### src/rtl/test_cmd_parser_pkg.sv
`default_nettype none
// ============================================================================
// Module      : test_cmd_parser_pkg
// Description : Shared command codes, error codes and parser FSM encoding
//               for the UART test command parser.
// Revision    : 1.0 - initial release
// ============================================================================
package test_cmd_parser_pkg;

    // Host command codes understood by the test core
    localparam logic [7:0] CMD_GET_ECHO   = 8'h01;
    localparam logic [7:0] CMD_WRITE_DEST = 8'h02;
    localparam logic [7:0] CMD_READ_SRC   = 8'h03;
    localparam logic [7:0] CMD_START_LOOP = 8'h04;
    localparam logic [7:0] CMD_STOP_LOOP  = 8'h05;
    localparam logic [7:0] CMD_READ_CYCLE = 8'h06;
    localparam logic [7:0] CMD_SET_DELAY  = 8'h07;

    // Error codes reported on o_err_code
    localparam logic [1:0] ERR_NONE    = 2'd0;
    localparam logic [1:0] ERR_UNKNOWN = 2'd1;
    localparam logic [1:0] ERR_TIMEOUT = 2'd2;

    // Parser FSM states
    typedef enum logic [2:0] {
        ST_IDLE     = 3'd0,
        ST_GET_ARG  = 3'd1,
        ST_CHECK    = 3'd2,
        ST_ECHO     = 3'd3,
        ST_DISPATCH = 3'd4,
        ST_PAYLOAD  = 3'd5,
        ST_DRAIN    = 3'd6
    } state_e;

    // True for every command code the parser accepts
    function automatic logic is_known_cmd(input logic [7:0] code);
        case (code)
            CMD_GET_ECHO, CMD_WRITE_DEST, CMD_READ_SRC, CMD_START_LOOP,
            CMD_STOP_LOOP, CMD_READ_CYCLE, CMD_SET_DELAY: return 1'b1;
            default: return 1'b0;
        endcase
    endfunction

endpackage
`default_nettype wire

### src/rtl/test_cmd_parser_timeout.sv
`default_nettype none
// ============================================================================
// Module      : cmd_timeout_counter
// Description : Saturating inter-byte timeout counter with synchronous clear
//               and count enable; flags expiry once LIMIT cycles elapsed.
// Revision    : 1.0 - initial release
// ============================================================================
module cmd_timeout_counter
    import test_cmd_parser_pkg::*;
#(
    parameter int unsigned LIMIT = 1_000_000
) (
    input  logic i_clk,
    input  logic i_rst_n,
    input  logic i_clr,
    input  logic i_en,
    output logic o_expired
);

    localparam int unsigned W = $clog2(LIMIT + 1);
    localparam logic [W-1:0] C_LIMIT = W'(LIMIT);

    logic [W-1:0] cnt_q;
    logic [W-1:0] cnt_d;

    // Clear wins over enable; counting stops at the limit
    always_comb begin
        cnt_d = cnt_q;
        if (i_clr) begin
            cnt_d = '0;
        end else if (i_en && (cnt_q != C_LIMIT)) begin
            cnt_d = cnt_q + W'(1);
        end
    end

    // Counter register
    always_ff @(posedge i_clk) begin
        if (!i_rst_n) begin
            cnt_q <= '0;
        end else begin
            cnt_q <= cnt_d;
        end
    end

    assign o_expired = (cnt_q == C_LIMIT);

endmodule
`default_nettype wire

### config.mk
export PLATFORM = sky130hd
export DESIGN_NAME = cmd_timeout_counter
export DESIGN_NICKNAME = d
export VERILOG_FILES = /design/src/rtl/test_cmd_parser_pkg.sv /design/src/rtl/test_cmd_parser_timeout.sv
export SDC_FILE = /design/constraint.sdc
export NUM_CORES = 1
export LEC_CHECK = 0
export CAP_MARGIN = 10
export CORE_MARGIN = 5
export CORE_UTILIZATION = 55
export DETAILED_ROUTE_END_ITERATION = 8
export PLACE_DENSITY = 0.75
export SLEW_MARGIN = 40
export SYNTH_ARGS = -nofsm -noshare
export SYNTH_HDL_FRONTEND = slang
export SYNTH_SLANG_ARGS = --single-unit
### constraint.sdc
create_clock -name i_clk -period 5 [get_ports i_clk]
set_clock_uncertainty 0.15 [all_clocks]
set_input_delay 1.5 -clock i_clk [delete_from_list [all_inputs] [get_ports i_clk]]
set_output_delay 1.5 -clock i_clk [all_outputs]
set_load 0.005 [all_outputs]
==> results of run 1 <==
-- how the worst max path moves through the flow --
stage                                       from   endpoint  slack (ns)  cells past startpoint
final                     cnt_q[11]$_SDFFE_PP0P_  o_expired        1.04                      4
after global routing      cnt_q[10]$_SDFFE_PP0P_  o_expired        0.88                      4
after CTS                 cnt_q[11]$_SDFFE_PP0P_  o_expired        1.02                      4
after detailed placement  cnt_q[11]$_SDFFE_PP0P_  o_expired        1.37                      4
after global placement     cnt_q[7]$_SDFFE_PP0P_  o_expired        1.41                      3
after floorplan            cnt_q[7]$_SDFFE_PP0P_  o_expired        1.95                      2
-- final cells by class --
type / count / share of cell area
clock buffer: 4 / 0.0318
inverter: 3 / 0.00987
multi-input combinational: 99 / 0.545
sequential: 20 / 0.351
tap: 25 / 0.0274
timing repair buffer: 4 / 0.0351
-- metrics by stage --
step	setup slack [ns]	hold WS [ns]
after global placement	1.41	0.320
final	1.04	0.345
after CTS	1.02	0.342
after global routing	0.878	0.379
after floorplan	1.95	0.299
after detailed placement	1.37	0.318
-- per-layer routing --
| layer | GRT usage | part of all wire | up-vias | routed length, um |
|---|---|---|---|---|
| met5 | 0 | 0 | - | 0 |
| met4 | 0.0426 | 0.0063 | 0 | 13 |
| met3 | 0.0499 | 0.052 | 4 | 108 |
| met2 | 0.286 | 0.48 | 21 | 980 |
| met1 | 0.214 | 0.46 | 422 | 957 |
| li1 | - | - | 474 | - |
-- tightest hold or removal path, stage by stage (launching register included) --
cell and delay [ns]:
dfxtp_1 0.34, o31ai_1 0.06, a21oi_1 0.06
-- power by group through the flow --
stage          Sequential [mW]  Clock [mW]  Combinational, mW
3_3_place_gp             0.164           0            0.00955
6_report                 0.160      0.0940            0.00951
4_1_cts                  0.160      0.0954            0.00972
3_5_place_dp             0.164           0            0.00974
2_1_floorplan            0.164           0            0.00729
5_1_grt                  0.161       0.102             0.0107
-- cells by family (layout without fill, tap and decap cells) --
family          count (synthesis)  count (layout)  synth area share
simple gates                   68              68             0.365
fa+ha+maj                       2               2            0.0236
compound gates                 18              18             0.104
buf+inv                         6              11            0.0354
xor+xnor                        8               8            0.0661
flops                          20              20             0.378
mux                             3               3            0.0283
-- Yosys cell counts, types with 2 or more instances --
| master | n |
|---|---|
| nand2_1 | 16 |
| nor3_1 | 4 |
| a21oi_1 | 6 |
| ha_1 | 2 |
| buf_6 | 2 |
| or3_1 | 4 |
| or4_1 | 6 |
| and4_2 | 2 |
| nand2b_1 | 2 |
| inv_1 | 3 |
| xor2_1 | 4 |
| mux2i_1 | 3 |
| dfxtp_1 | 20 |
| nand3_1 | 4 |
| xnor2_1 | 4 |
| nand4_1 | 6 |
| o21ai_0 | 6 |
| nor2_1 | 13 |
==> run_results.csv, run 1 <==
group,metric,value,unit
clocking,htree_levels,1,
setup_path,cp-start-kind,"register",
yosys,syn_inst,125,
finish,multi_input_area,622,um2
finish,fillers,167,
pwr,p_seq_frac,0.608,
die,die_h,53.9,um
drt,drc,0,
setup_path,crit_path_end_kind,"primary output",
finish,final_common_cell,"dfxtp_1",
pwr,finalPower,0.264,mW
die,die_width,53.9,um
hold_path,hp-class,"reg -> reg",
finish,regMostFlops,"cnt_q",
finish,largest_register_ffs,20,
yosys,synth_edf_count,0,
pwr,p_int,0.208,mW
clocking,hold_buffers,0,
placement,routabilityCongestion,0.897,
global_route,grt_overflow,0,
yosys,synthArstFlopShare,0,
clocking,cts.clk_slew.worst_paths,0.11,ns
timing,totalNegativeSetupSlack,0,ns
yosys,synth_top_cell_area_share,0.378,
setup_path,crit_chain,"or4_1, nor2_1, nor4b_1, clkdlybuf4s50_1",
clocking,cts_tree,"yes",
setup_path,r2r_end,"cnt_q[13]$_SDFFE_PP0P_",
drt,postRouteWirelength,2.06,mm
placement,dp.cells,151,
placement,place.port_buffers,4,
clocking,numClockSinks,20,
yosys,ys.warnings.count,0,
yosys,ys_seq_area_frac,0.378,
pwr,worst_ir_drop_vdd,0.160,mV
yosys,synth_nets,131,
setup_path,cp.arrival,2.31,ns
timing,slew_viol_final,0,
die,die_area,2900,um2
placement,dpl.hpwl,1.52,mm
setup_path,path_delay_family,"simple AND/OR/NAND/NOR gates",
finish,antenna_cells,0,
finish,drive_above_1_share,0.0846,
drt,drt_iter0_drc,22,
timing,slew_headroom,0.490,
timing,worst_pin_slew,0.763,ns
hold_path,hold_depth,2,
pwr,p_sw_frac,0.211,
pwr,power.leakage,0.368,nW
global_route,track_usage,0.171,
clocking,root_buffer,"clkbuf_4",
setup_path,cp.required,3.35,ns
die,io_pins,5,
timing,setup_violations,0,
timing,fin_crit_sh,0.792,
yosys,ys_seq_elements,20,
drt,drt-pass1-iter-count,4,
die,initial_core_util,0.594,
setup_path,crit_slowest_cell,"clkdlybuf4s50_1",
setup_path,reg2reg_depth,4,
pwr,switchingPower,0.0557,mW
setup_path,reg2reg_slack,3.04,ns
drt,routedWlPerCell,13.3,um
finish,stdcell_count,155,
finish,area_growth,7.67,%
drt,vias,921,
finish,utilization,0.640,
setup_path,critPathBufInv,1,
hold_path,worstHoldStart,"cnt_q[18]$_SDFFE_PP0P_",
status,status,"finished clean",
die,core,1780,um2
finish,nNetsFinal,137,
setup_path,criticalPathCategory,"reg -> out",
placement,dpl_cell_area,1100,um2
yosys,netlist_area,1060,um2
setup_path,slowest_delay,0.55,ns
timing,fmax,0.253,GHz
yosys,synth_top_area_cell,"dfxtp_1",
clocking,numCtsBuffers,3,
clocking,cts_resized,0,
drt,ant_nets,0,
global_route,grt_pass1_vias,821,
yosys,synthTopCellsByArea,"dfxtp_1, nand2_1, nor2_1",
timing,rsz0062_at_grt,"false",
clocking,cts_max_path_buffers,2,
pwr,p_clk_frac,0.356,
timing,hold_viol,0,
run,cap_violations,0,
global_route,grt_pass1_wl,3.60,mm
global_route,antenna_found_initial,0,
pwr,powerDensity,231,nW/um2
die,row_count,15,
setup_path,timing.rr.start,"cnt_q[2]$_SDFFE_PP0P_",
setup_path,crit_fanout,6,
drt,vias_per_cell,5.94,
finish,finalInstanceArea,1140,um2
finish,register_area,400,um2
clocking,cts_setup_buffers,0,
finish,final_cell_mix,"dfxtp_1, nand2_1, nor2_1",
timing,post-route-min-period,3.96,ns
yosys,synth_flop_cell,"dfxtp_1",
yosys,syn_avg_cell_area,8.48,um2
clocking,clk_latency,0.30,ns
yosys,ys_types,36,
pwr,combPwrFrac,0.036,
finish,largest_registers,"cnt_q (20)",
hold_path,worstHoldEndpoint,"cnt_q[18]$_SDFFE_PP0P_",
global_route,grt_max_degree,18,
No activity file was read; power rests on OpenSTA's default activity.
==> run 2, diff against run 1 <==
==> constraint.sdc (replaced) <==
create_clock -name i_clk -period 3.7 [get_ports i_clk]
set_clock_uncertainty 0.15 [all_clocks]
set_input_delay 1.11 -clock i_clk [delete_from_list [all_inputs] [get_ports i_clk]]
set_output_delay 1.11 -clock i_clk [all_outputs]
set_load 0.005 [all_outputs]
==> run_results.csv, run 2 (same netlist as run 1, synthesis figures left out) <==
group,metric,value,unit
finish,stdcell_count,156,
timing,setup_ws,0.137,ns
drt,drt_iter0_drc,21,
setup_path,cp.arrival,2.30,ns
global_route,track_usage,0.167,
hold_path,hp-class,"reg -> reg",
setup_path,cp-startpoint,"cnt_q[10]$_SDFFE_PP0P_",
clocking,hold_buffers,0,
clocking,numCtsBuffers,3,
finish,antenna_cells,0,
timing,slew_viol_final,0,
global_route,grt_overflow,0,
clocking,cts_max_path_buffers,2,
timing,fin_crit_sh,0.963,
setup_path,cp-start-kind,"register",
die,io_pins,5,
placement,pre_cts_slack,0.494,ns
drt,vias_per_cell,5.94,
pwr,finalPower,0.413,mW
die,die_area,2900,um2
die,row_count,15,
global_route,grt_pass1_wl,3.51,mm
placement,dpl_cell_area,1110,um2
clocking,cts_tree,"yes",
placement,routabilityCongestion,0.897,
placement,place.port_buffers,4,
finish,area_growth,9.92,%
timing,worst_pin_slew,0.784,ns
finish,largest_register_ffs,20,
run,cap_violations,0,
clocking,cts_setup_buffers,0,
status,status,"finished clean",
timing,hold_slack,0.344,ns
setup_path,crit_fanout,5,
setup_path,criticalPathCategory,"reg -> out",
die,core,1780,um2
placement,dp.cells,152,
setup_path,cp.required,2.44,ns
global_route,antenna_found_initial,0,
finish,finalInstanceArea,1160,um2
hold_path,worstHoldStart,"cnt_q[18]$_SDFFE_PP0P_",
drt,postRouteWirelength,2.10,mm
pwr,powerDensity,355,nW/um2
finish,utilization,0.653,
finish,final_common_cell,"dfxtp_1",
setup_path,crit_path_end_kind,"primary output",
clocking,clk_latency,0.32,ns
drt,drc,0,
die,die_width,53.9,um
timing,rsz0062_at_grt,"false",
hold_path,hold_depth,2,
finish,final_cell_mix,"dfxtp_1, nand2_1, nor2_1",
drt,drt-pass1-iter-count,4,
setup_path,r2r_end,"cnt_q[0]$_SDFFE_PP0P_",
timing,setup_violations,0,
drt,ant_nets,0,
finish,nNetsFinal,138,
placement,dpl.hpwl,1.53,mm
finish,drive_above_1_share,0.0916,
clocking,cts_resized,0,
timing,fmax,0.281,GHz
clocking,numClockSinks,20,
drt,vias,927,
pwr,worst_ir_drop_vdd,0.240,mV
die,die_h,53.9,um
finish,regMostFlops,"cnt_q",
global_route,grt_max_degree,14,
setup_path,reg2reg_depth,4,
setup_path,reg2reg_slack,1.75,ns
timing,totalNegativeSetupSlack,0,ns
die,initial_core_util,0.594,
pwr,power.leakage,0.380,nW
setup_path,timing.rr.start,"cnt_q[7]$_SDFFE_PP0P_",
hold_path,worstHoldEndpoint,"cnt_q[18]$_SDFFE_PP0P_",
timing,hold_viol,0,
timing,post-route-min-period,3.56,ns
clocking,htree_levels,1,
clocking,cts.clk_slew.worst_paths,0.13,ns
drt,routedWlPerCell,13.5,um
global_route,grt_pass1_vias,807,
finish,largest_registers,"cnt_q (20)",
clocking,root_buffer,"clkbuf_4",
timing,slew_headroom,0.476,
[run 2: worst max-delay path, stage by stage (launching register included)]
cell,delay (ns)
dfxtp_1,0.37
or4_1,0.52
nor2_1,0.28
nor4b_1,0.27
clkdlybuf4s50_1,0.55
[run 2: area by class of cell]
type                    count  area (um2)
clock inverters             1        30.0
clock buffers               3        22.5
repair buffers              5        47.5
multi-input cells          99         622
flip-flops and latches     20         400
inverters                   3        11.3
fillers                   159         618
well taps                  25        31.3
[run 2: power breakdown]
group          switching [mW]  total, mW  internal (mW)
Clock                  0.0727      0.182          0.110
Sequential           0.000887      0.217          0.216
Combinational         0.00782     0.0140        0.00617
Total                  0.0814      0.413          0.332
[run 2: worst max-delay path by stage]
stage | end | depth (start not counted)
floorplan | o_expired | 2
global placement | o_expired | 3
detailed placement | o_expired | 3
CTS | o_expired | 3
global route | o_expired | 4
finish | o_expired | 4
[run 2: layer usage]
metal / routed length, um / up-vias / share of wire / GRT usage
met5: 0 / - / 0 / 0
met4: 7 / 0 / 0.0033 / 0.0383
met3: 85 / 2 / 0.040 / 0.0499
met2: 955 / 16 / 0.45 / 0.274
met1: 1050 / 434 / 0.50 / 0.215
li1: - / 475 / - / -
